### src/rtl/z_norm_check.sv
// z_norm_check: streams the decoded z vector out of memory over two read
// ports and flags any coefficient whose centered magnitude reaches the bound.

package z_norm_check_pkg;
    localparam int unsigned ABR_MEM_ADDR_WIDTH = 15;
    localparam int unsigned MEM_ADDR_WIDTH     = ABR_MEM_ADDR_WIDTH;

    typedef enum logic [1:0] {
        RW_IDLE  = 2'b00,
        RW_READ  = 2'b01,
        RW_WRITE = 2'b10
    } mem_rw_mode_e;

    typedef struct packed {
        mem_rw_mode_e                rd_wr_en;
        logic [MEM_ADDR_WIDTH-1:0]   addr;
    } mem_if_t;
endpackage

module z_norm_check
    import z_norm_check_pkg::*;
#(
    parameter int unsigned REG_SIZE = 24,
    parameter int unsigned Q        = 8380417,
    parameter int unsigned BOUND    = 524168,
    parameter int unsigned NUM_ADDR = 448
) (
    input  logic                           clk,
    input  logic                           reset_n,
    input  logic                           zeroize,
    input  logic [MEM_ADDR_WIDTH-1:0]      src_base_addr,
    output mem_if_t                        mem_a_rd_req,
    output mem_if_t                        mem_b_rd_req,
    input  logic [3:0][REG_SIZE-1:0]       mem_a_rd_data,
    input  logic [3:0][REG_SIZE-1:0]       mem_b_rd_data,
    input  logic                           norm_check_enable,
    output logic                           norm_check_done,
    output logic                           invalid
);

    localparam int unsigned CNT_W = $clog2(NUM_ADDR + 1);
    localparam logic [CNT_W-1:0]    LAST_PAIR = CNT_W'(NUM_ADDR - 2);
    localparam logic [CNT_W-1:0]    CNT_STEP  = CNT_W'(2);
    localparam logic [REG_SIZE-1:0] Q_W       = REG_SIZE'(Q);
    localparam logic [REG_SIZE-1:0] HALF_Q_W  = REG_SIZE'((Q - 1) / 2);
    localparam logic [REG_SIZE-1:0] BOUND_W   = REG_SIZE'(BOUND);
    localparam mem_if_t             REQ_IDLE  = '{rd_wr_en: RW_IDLE, addr: '0};

    typedef enum logic [1:0] {
        IDLE  = 2'b00,
        READ  = 2'b01,
        DRAIN = 2'b10
    } state_e;

    state_e                     state_q, state_d;
    logic [CNT_W-1:0]           rd_cnt_q, rd_cnt_d;
    logic [CNT_W-1:0]           chk_cnt_q, chk_cnt_d;
    logic [MEM_ADDR_WIDTH-1:0]  locked_addr_q, locked_addr_d;
    mem_if_t                    mem_a_rd_req_q, mem_a_rd_req_d;
    mem_if_t                    mem_b_rd_req_q, mem_b_rd_req_d;
    logic                       data_valid_q, data_valid_d;
    logic                       invalid_q, invalid_d;
    logic                       done_q, done_d;
    logic                       any_fail_c;

    // Out-of-range values fail outright; otherwise fold into [0, (Q-1)/2] and compare.
    function automatic logic coef_fail(input logic [REG_SIZE-1:0] c);
        logic [REG_SIZE-1:0] mag;
        logic                fail;
        mag = (c > HALF_Q_W) ? (Q_W - c) : c;
        if (c >= Q_W) begin
            fail = 1'b1;
        end else begin
            fail = (mag >= BOUND_W);
        end
        return fail;
    endfunction

    // OR of the norm check across all eight lanes of the returned pair.
    always_comb begin
        any_fail_c = 1'b0;
        for (int i = 0; i < 4; i++) begin
            any_fail_c = any_fail_c | coef_fail(mem_a_rd_data[i]) | coef_fail(mem_b_rd_data[i]);
        end
    end

    // Next-state, request generation and result accumulation.
    always_comb begin
        state_d        = state_q;
        rd_cnt_d       = rd_cnt_q;
        chk_cnt_d      = chk_cnt_q;
        locked_addr_d  = locked_addr_q;
        mem_a_rd_req_d = REQ_IDLE;
        mem_b_rd_req_d = REQ_IDLE;
        data_valid_d   = (mem_a_rd_req_q.rd_wr_en == RW_READ);
        invalid_d      = invalid_q;
        done_d         = 1'b0;

        // Returned data is consumed regardless of state; it only arrives while scanning.
        if (data_valid_q) begin
            invalid_d = invalid_q | any_fail_c;
            chk_cnt_d = chk_cnt_q + CNT_STEP;
            if (chk_cnt_q == LAST_PAIR) begin
                done_d = 1'b1;
            end
        end

        case (state_q)
            IDLE: begin
                if (norm_check_enable) begin
                    state_d       = READ;
                    locked_addr_d = src_base_addr;
                    invalid_d     = 1'b0;
                    rd_cnt_d      = '0;
                    chk_cnt_d     = '0;
                end
            end
            READ: begin
                mem_a_rd_req_d = '{rd_wr_en: RW_READ,
                                   addr: locked_addr_q + MEM_ADDR_WIDTH'(rd_cnt_q)};
                mem_b_rd_req_d = '{rd_wr_en: RW_READ,
                                   addr: locked_addr_q + MEM_ADDR_WIDTH'(rd_cnt_q)
                                         + MEM_ADDR_WIDTH'(1)};
                rd_cnt_d = rd_cnt_q + CNT_STEP;
                if (rd_cnt_q == LAST_PAIR) begin
                    state_d = DRAIN;
                end
            end
            DRAIN: begin
                // Held through the done cycle so a start coinciding with done is ignored.
                if (done_q) begin
                    state_d = IDLE;
                end
            end
            default: begin
                state_d = IDLE;
            end
        endcase

        if (zeroize) begin
            state_d        = IDLE;
            rd_cnt_d       = '0;
            chk_cnt_d      = '0;
            locked_addr_d  = '0;
            mem_a_rd_req_d = REQ_IDLE;
            mem_b_rd_req_d = REQ_IDLE;
            data_valid_d   = 1'b0;
            invalid_d      = 1'b0;
            done_d         = 1'b0;
        end
    end

    // State and output registers.
    always_ff @(posedge clk or negedge reset_n) begin
        if (!reset_n) begin
            state_q        <= IDLE;
            rd_cnt_q       <= '0;
            chk_cnt_q      <= '0;
            locked_addr_q  <= '0;
            mem_a_rd_req_q <= REQ_IDLE;
            mem_b_rd_req_q <= REQ_IDLE;
            data_valid_q   <= 1'b0;
            invalid_q      <= 1'b0;
            done_q         <= 1'b0;
        end else begin
            state_q        <= state_d;
            rd_cnt_q       <= rd_cnt_d;
            chk_cnt_q      <= chk_cnt_d;
            locked_addr_q  <= locked_addr_d;
            mem_a_rd_req_q <= mem_a_rd_req_d;
            mem_b_rd_req_q <= mem_b_rd_req_d;
            data_valid_q   <= data_valid_d;
            invalid_q      <= invalid_d;
            done_q         <= done_d;
        end
    end

    assign mem_a_rd_req    = mem_a_rd_req_q;
    assign mem_b_rd_req    = mem_b_rd_req_q;
    assign norm_check_done = done_q;
    assign invalid         = invalid_q;

endmodule
### config.mk
export PLATFORM = sky130hd
export DESIGN_NAME = z_norm_check
export DESIGN_NICKNAME = d
export VERILOG_FILES = /design/src/rtl/z_norm_check.sv
export SDC_FILE = /design/constraint.sdc
export NUM_CORES = 1
export LEC_CHECK = 0
export ABC_AREA = 1
export CAP_MARGIN = 20
export CORE_MARGIN = 2
export CORE_UTILIZATION = 53
export CTS_CLUSTER_DIAMETER = 60
export DETAILED_ROUTE_END_ITERATION = 6
export PLACE_DENSITY = 0.84
export SLEW_MARGIN = 25
export SYNTH_ARGS = -nofsm -noshare
export SYNTH_HDL_FRONTEND = slang
export SYNTH_SLANG_ARGS = --single-unit
### constraint.sdc
create_clock -name clk -period 3.2 [get_ports clk]
set_input_delay 0.64 -clock clk [delete_from_list [all_inputs] [get_ports clk]]
set_output_delay 0.64 -clock clk [all_outputs]
set_load 0.01 [all_outputs]
==> qor.yml, run 1 <==
io_pins: 247
clkPwrFrac: 0.310
drc: 1
cts_root_buffer: "clkbuf_16"
ys_ff_latch: 67
ir_drop_mv: 0.2714
path_clk_slew_ns: 0.06
die_w_um: 147.4
routedWlPerCell_um: 13.70
wirelength_um: 36590
syn_area_um2: 10890
place.gp.congestion: 1.015
ys_async_sr_fraction: 1.000
clkSinkCount: 67
antenna_found_initial: 3
h-tree-depth: 3
maxCapViolations: 0
synth_simple_gate_area_frac: 0.5745
start_util: 0.5400
syn-mean-instance-area_um2: 5.204
muxShareOfSynthArea: 0.0009190
rsz0062_at_grt: "no"
n_fill_cell: 1856
area_delta_synth_final_pct: 32.42
fin_setup_tns_ns: 0
timing.final.crit_share: 0.9184
seq_area_frac_synth: 0.1539
power.leakage_nw: 7.485
syn_inst: 2093
synth-main-ff-cell: "dfrtp_1"
chipHeight_um: 147.4
firstDrtPassIters: 7
worst_slew_pin_slew_ns: 0.8509
finalSetupViolCount: 0
cts_buffer_depth: 2
synth_fa_ha_area_frac: 0.02183
cts_tree: "built"
p_int_w: 0.002202
relSlewSlack: 0.4327
ys.warnings.count: 0
core_area_um2: 20170
p_sw_frac: 0.3573
placed_area_um2: 14070
p_comb_frac: 0.417
finClkSkew_ns: 0.004658
viasPerCell: 5.306
synthDistinctLibCells: 48
end_kind: "flop"
design_area_um2: 14420
drt_iter0_drc: 988
postCtsHoldBufs: 0
placed_cells: 2652
synth_edf_count: 0
hp-class: "in -> async"
overflow: 0
critPathArrivalTime_ns: 3.13
seqPwrFrac: 0.273
insertion_delay_ns: 0.33
critical_path.max_fanout: 20
ant_nets: 0
status: "finished, violations left"
required_ns: 3.39
stdcell_count: 2671
rows: 52
grt_pass1_wl_um: 59720
period_needed_ns: 2.939
grt_pass1_vias: 12913
track_usage: 0.3280
hold_viol_final: 0
power.switching_w: 0.001224
num_vias: 14173
synth_top_family_by_area: "simple AND/OR/NAND/NOR gates"
path_class: "in -> reg"
cp-start-kind: "input port"
grt_max_degree: 39
yosys.area_share.xor_xnor: 0.04744
finalMaxSlewViolations: 0
cts_buffers: 9
die_area_um2: 21710
power_density_nw_per_um2: 237.5
max_freq_ghz: 0.3403
nNetsFinal: 2624
hpwl_um: 29900
violations: "design-rule violations"
portBuffers: 244
drive_above_1_share: 0.06711
synth-compound-area-share: 0.07180
[cells in the final DEF (no fill, tap or decap), types with 3 or more instances in the layout]
cell | Yosys | layout
nand2_1 | 718 | 718
nor2_1 | 369 | 365
inv_1 | 297 | 297
clkdlybuf4s50_1 | 0 | 243
nand3_1 | 213 | 213
buf_4 | 9 | 77
dfrtp_1 | 67 | 67
nand4_1 | 63 | 63
o21ai_0 | 54 | 54
xor2_1 | 46 | 46
a21oi_1 | 42 | 42
nor3_1 | 23 | 23
nand3b_1 | 22 | 22
ha_1 | 19 | 19
nand2_2 | 16 | 16
xnor2_1 | 13 | 13
inv_2 | 15 | 13
o21ai_1 | 11 | 11
nor2_2 | 6 | 10
clkbuf_16 | 0 | 9
a32o_1 | 8 | 8
nand3_2 | 7 | 7
o21bai_1 | 7 | 7
nor3b_1 | 4 | 4
nand2_4 | 4 | 4
nor2_4 | 4 | 4
o211ai_1 | 3 | 3
nand3_4 | 3 | 3
nor4_1 | 3 | 3
clkinv_4 | 0 | 3
buf_12 | 0 | 3
[state kept, by name, indices dropped and copies added (netlist names), 2 cells and up]
register and cells:
mem_b_rd_req 16, locked_addr_q 15, mem_a_rd_req 15, chk_cnt_q 8, rd_cnt_q 8, state_q 2
[synth_stat cells (all sizes together), types with 2 or more instances]
cell type	n	area, µm²
nand2	738	2840
nor2	379	1468
inv	312	1171
nand3	223	1189
dfrtp	67	1677
o21ai	65	325.3
nand4	63	394.1
xor2	46	402.9
a21oi	43	219.0
buf	28	205.2
nor3	23	115.1
nand3b	22	165.2
ha	19	237.7
xnor2	13	113.9
a32o	8	80.08
clkbuf	7	26.28
o21bai	7	52.55
nor3b	4	30.03
nor4	3	18.77
o211ai	3	22.52
a211oi	2	15.01
and2	2	12.51
o22ai	2	12.51
or2	2	12.51
[cell families (layout without fill, tap and decap cells)]
family                   count (synthesis)  in the layout
multiplexers                             1              1
flip-flops                              67             67
other                                    1              4
buffers and inverters                  348            653
AO/OA/AOI/OAI                          137            137
XOR/XNOR                                59             59
AND/OR/NAND/NOR                       1461           1461
adder cells (fa/ha/maj)                 19             19
[layer usage]
layer | vias to the layer above | track usage | routed length, µm
met5 | - | 0 | 15
met4 | 2 | 0.1010 | 1020
met3 | 77 | 0.04286 | 3115
met2 | 635 | 0.5699 | 17250
met1 | 6266 | 0.4241 | 15190
li1 | 7193 | - | -
[power by group through the flow]
| stage | sequential, W | combinational (W) | clock, W |
|---|---|---|---|
| floorplan | 0.000947 | 0.000747 | 0 |
| global placement | 0.000943 | 0.00136 | 0 |
| detailed placement | 0.000946 | 0.00139 | 0 |
| CTS | 0.000934 | 0.00141 | 0.00107 |
| global route | 0.000939 | 0.00158 | 0.00110 |
| finish | 0.000935 | 0.00143 | 0.00106 |
[timing repair]
item	in CTS	in global routing
setup buffers	0	1
gates resized for setup	0	8
setup endpoints to repair	0	1
[final cells by class]
class | count | area (µm²) | area share
flip-flops and latches | 67 | 1677 | 0.1162
multi-input cells | 1679 | 7821 | 0.5423
clock buffers | 9 | 225.2 | 0.01562
diodes | 2 | 5.005 | 0.0003470
inverters | 313 | 1181 | 0.08189
clock inverters | 7 | 100.1 | 0.006940
repair buffers | 324 | 3075 | 0.2132
well taps | 270 | 337.8 | 0.02342
[worst paths after layout]
kind	endpoint	cells past startpoint	slack, ns	start
setup / recovery	invalid	20	0.26	mem_a_rd_data[38]
hold / removal	mem_b_rd_req[7]	1	0.42	reset_n
setup reg to reg	mem_b_rd_req[13]	17	0.40	rd_cnt_q[2]
hold reg to reg	mem_b_rd_req[0]	1	0.47	locked_addr_q[0]
max in group asynchronous	locked_addr_q[7]	2	1.97	reset_n
min in group clk	mem_b_rd_req[0]	1	0.47	locked_addr_q[0]
[stage by stage]
stage,hold slack (ns),setup WS (ns),utilization,total power [W]
3_5_place_dp,0.4637,-0.1339,0.6976,0.002337
2_1_floorplan,0.3444,0.7207,-,0.001694
5_1_grt,0.4897,0.04186,0.7151,0.003626
4_1_cts,0.4516,0.2059,0.7137,0.003411
3_3_place_gp,0.4631,-0.1482,0.6976,0.002303
6_report,0.4205,0.2612,0.7151,0.003426
[worst max-delay path, cell delays in order]
cell,delay [ns]
clkdlybuf4s50_1,0.55
nand2_1,0.13
inv_2,0.12
nand2_2,0.09
nor2_4,0.16
nand3_4,0.12
nand2_4,0.13
inv_2,0.16
nand3b_1,0.12
nand2_1,0.06
nor2_1,0.09
nand2_1,0.05
nor2_1,0.16
nand2_1,0.07
nor2_1,0.13
nand2_1,0.06
nor2_1,0.09
nand2_1,0.05
nand2_1,0.07
a21oi_2,0.05
Note: power is estimated with default switching activity, not from simulation.
==> inputs of run 2 (changes only) <==
--- a/config.mk
+++ b/config.mk
@@ -6,6 +6,7 @@
 export NUM_CORES = 1
 export LEC_CHECK = 0
 export ABC_AREA = 1
+export ABC_CLOCK_PERIOD_IN_PS = 3200
 export CAP_MARGIN = 20
 export CORE_MARGIN = 2
 export CORE_UTILIZATION = 53
==> results of run 2 <==
No change in the layout: final DEF, timing and power equal those of run 1.
==> inputs of run 3 (changes only) <==
--- a/config.mk
+++ b/config.mk
@@ -13,6 +13,7 @@
 export CTS_CLUSTER_DIAMETER = 60
 export DETAILED_ROUTE_END_ITERATION = 6
 export PLACE_DENSITY = 0.84
+export REMOVE_ABC_BUFFERS = 1
 export SLEW_MARGIN = 25
 export SYNTH_ARGS = -nofsm -noshare
 export SYNTH_HDL_FRONTEND = slang
==> run 3 against run 2 <==
  * The flow now finishes without violations
  * Wire length fell by 3.8%
  * Core utilization fell by 0.76 points
  * Clock-buffer cell count rose by 2
  * Maximum frequency fell by 0.24%
  * Sequential power fell by 0.6%
  * Cell count fell by 0.30%
  * Sequential share of layout area rose by 0.12 points
  * First-iteration DRC count fell by 4.8%
  * Largest cell class unchanged
  * Highest routed layer is now met4
==> qor.yml, run 3 (synthesis results as in run 1) <==
firstDrtPassIters: 5
hpwl_um: 29120
rows: 52
cts_root_buffer: "clkbuf_16"
hold_viol_final: 0
path_class: "in -> reg"
routedWlPerCell_um: 13.22
critical_path.max_fanout: 5
critPathMostFrequentCell: "nand2_1"
place.gp.congestion: 1.029
wirelength_um: 35200
ir_drop_mv: 0.2660
fin_setup_tns_ns: 0
startpoint: "mem_a_rd_data[73]"
cts_buffer_depth: 2
h-tree-depth: 3
insertion_delay_ns: 0.33
antenna_found_initial: 2
finalSetupViolCount: 0
power_density_nw_per_um2: 227.3
r2r_slack_ns: 0.45
crit-reg2reg-launch: "rd_cnt_q[2]"
critPathArrivalTime_ns: 3.14
drt_iter0_drc: 941
hp-class: "reg -> reg"
cp-start-kind: "input port"
io_pins: 247
status: "finished clean"
portBuffers: 244
worst_slew_pin_slew_ns: 0.7976
timing.final.crit_share: 0.9206
cts_buffers: 9
viasPerCell: 5.300
r2r-end: "mem_b_rd_req[12]"
largest_reg_flops: 16
area_delta_synth_final_pct: 31.02
setup_ws_ns: 0.2541
crit_slowest_cell: "clkdlybuf4s50_1"
rsz0062_at_grt: "no"
slowest_delay_ns: 0.43
num_vias: 14114
die_w_um: 147.4
relSlewSlack: 0.4683
ant_nets: 0
placed_cells: 2645
postCtsHoldBufs: 0
end_kind: "flop"
clkSinkCount: 67
power.leakage_nw: 7.413
required_ns: 3.39
overflow: 0
drive_above_1_share: 0.06274
grt_max_degree: 68
period_needed_ns: 2.946
start_util: 0.5400
nNetsFinal: 2616
cts_tree: "built"
maxCapViolations: 0
finClkSkew_ns: 0.004616
track_usage: 0.3169
drc: 0
path_clk_slew_ns: 0.05
holdPathStages: 1
postCtsSetupBuffers: 0
min_from: "locked_addr_q[0]"
finalMaxSlewViolations: 0
grt_pass1_vias: 13079
grt_pass1_wl_um: 58080
die_area_um2: 21710
hold_path_end: "mem_b_rd_req[0]"
final_cell_mix: "718 x nand2_1, 368 x nor2_1, 297 x inv_1"
max_freq_ghz: 0.3395
place_ws_ns: -0.08506
cts_resized: 0
final_common_cell: "nand2_1"
worstPathCellList: "clkdlybuf4s50_1 > inv_1 > ha_1 > nand2_1 > nor2_1 > nand3_1 > buf_4 > nand2_1 > nand3_1 > nand2_1 > nand2_1 > nor2_2 > nand3_1 > nor2_1 > nand2_1 > nor2_1 > nand2_1 > nand2_1 > a21oi_2"
chipHeight_um: 147.4
rr_worst_depth: 18
stdcell_count: 2663
core_area_um2: 20170
## run 3: changes by cell type in the layout (fill, tap and decap cells not counted), moves of 3 or more
| cell | previous run | this run |
|---|---|---|
| buf_4 | 77 | 72 |
| buf_12 | 3 | 0 |
| clkinv_2 | 2 | 5 |
| clkinv_4 | 3 | 0 |
| nor2_1 | 365 | 368 |
| nor2_2 | 10 | 7 |
## run 3: how the worst max path moves through the flow
stage	slack, ns	cells past startpoint	to
floorplan	0.23	19	invalid
global placement	-0.07	19	invalid
detailed placement	-0.09	19	invalid
CTS	0.25	19	invalid
global route	0.003	21	invalid
finish	0.25	19	invalid
## run 3: metal layers
metal  track usage  vias to the layer above  routed length (µm)
met5             0                        -                   0
met4        0.1111                        0                1124
met3       0.03851                       96                2574
met2        0.5738                      571               16890
met1        0.3869                     6279               14610
li1              -                     7168                   -
## run 3: worst max-delay path: cells and delay by family
family,cells,cell delay (ns)
compound gates,1,0.05
fa+ha+maj,1,0.19
buf+inv,3,0.69
simple gates,14,1.58
## run 3: per-stage QoR
stage            util  total power [W]  instance area [µm²]  hold slack [ns]
2_1_floorplan       -         0.001657                10660           0.3444
3_3_place_gp   0.6931         0.002293                13980           0.4447
3_5_place_dp   0.6931         0.002320                13980           0.4558
4_1_cts        0.7070         0.003228                14260           0.4626
5_1_grt        0.7075         0.003457                14270           0.5006
6_report       0.7075         0.003244                14270           0.4609
## run 3: area by class of cell
cell class                      instances  area [µm²]
Multi-Input combinational cell       1679        7814
Fill cell                            1813        5899
Timing Repair Buffer                  316        2978
Sequential cell                        67        1677
Inverter                              313        1179
Tap cell                              270       337.8
Clock buffer                           11       252.7
Clock inverter                          5       27.53
Antenna cell                            2       5.005
## run 3: power breakdown
| group | internal, W | switching, W |
|---|---|---|
| clock | 0.000560 | 0.000346 |
| sequential | 0.000899 | 0.0000303 |
| combinational | 0.000607 | 0.000802 |
| total | 0.00207 | 0.00118 |
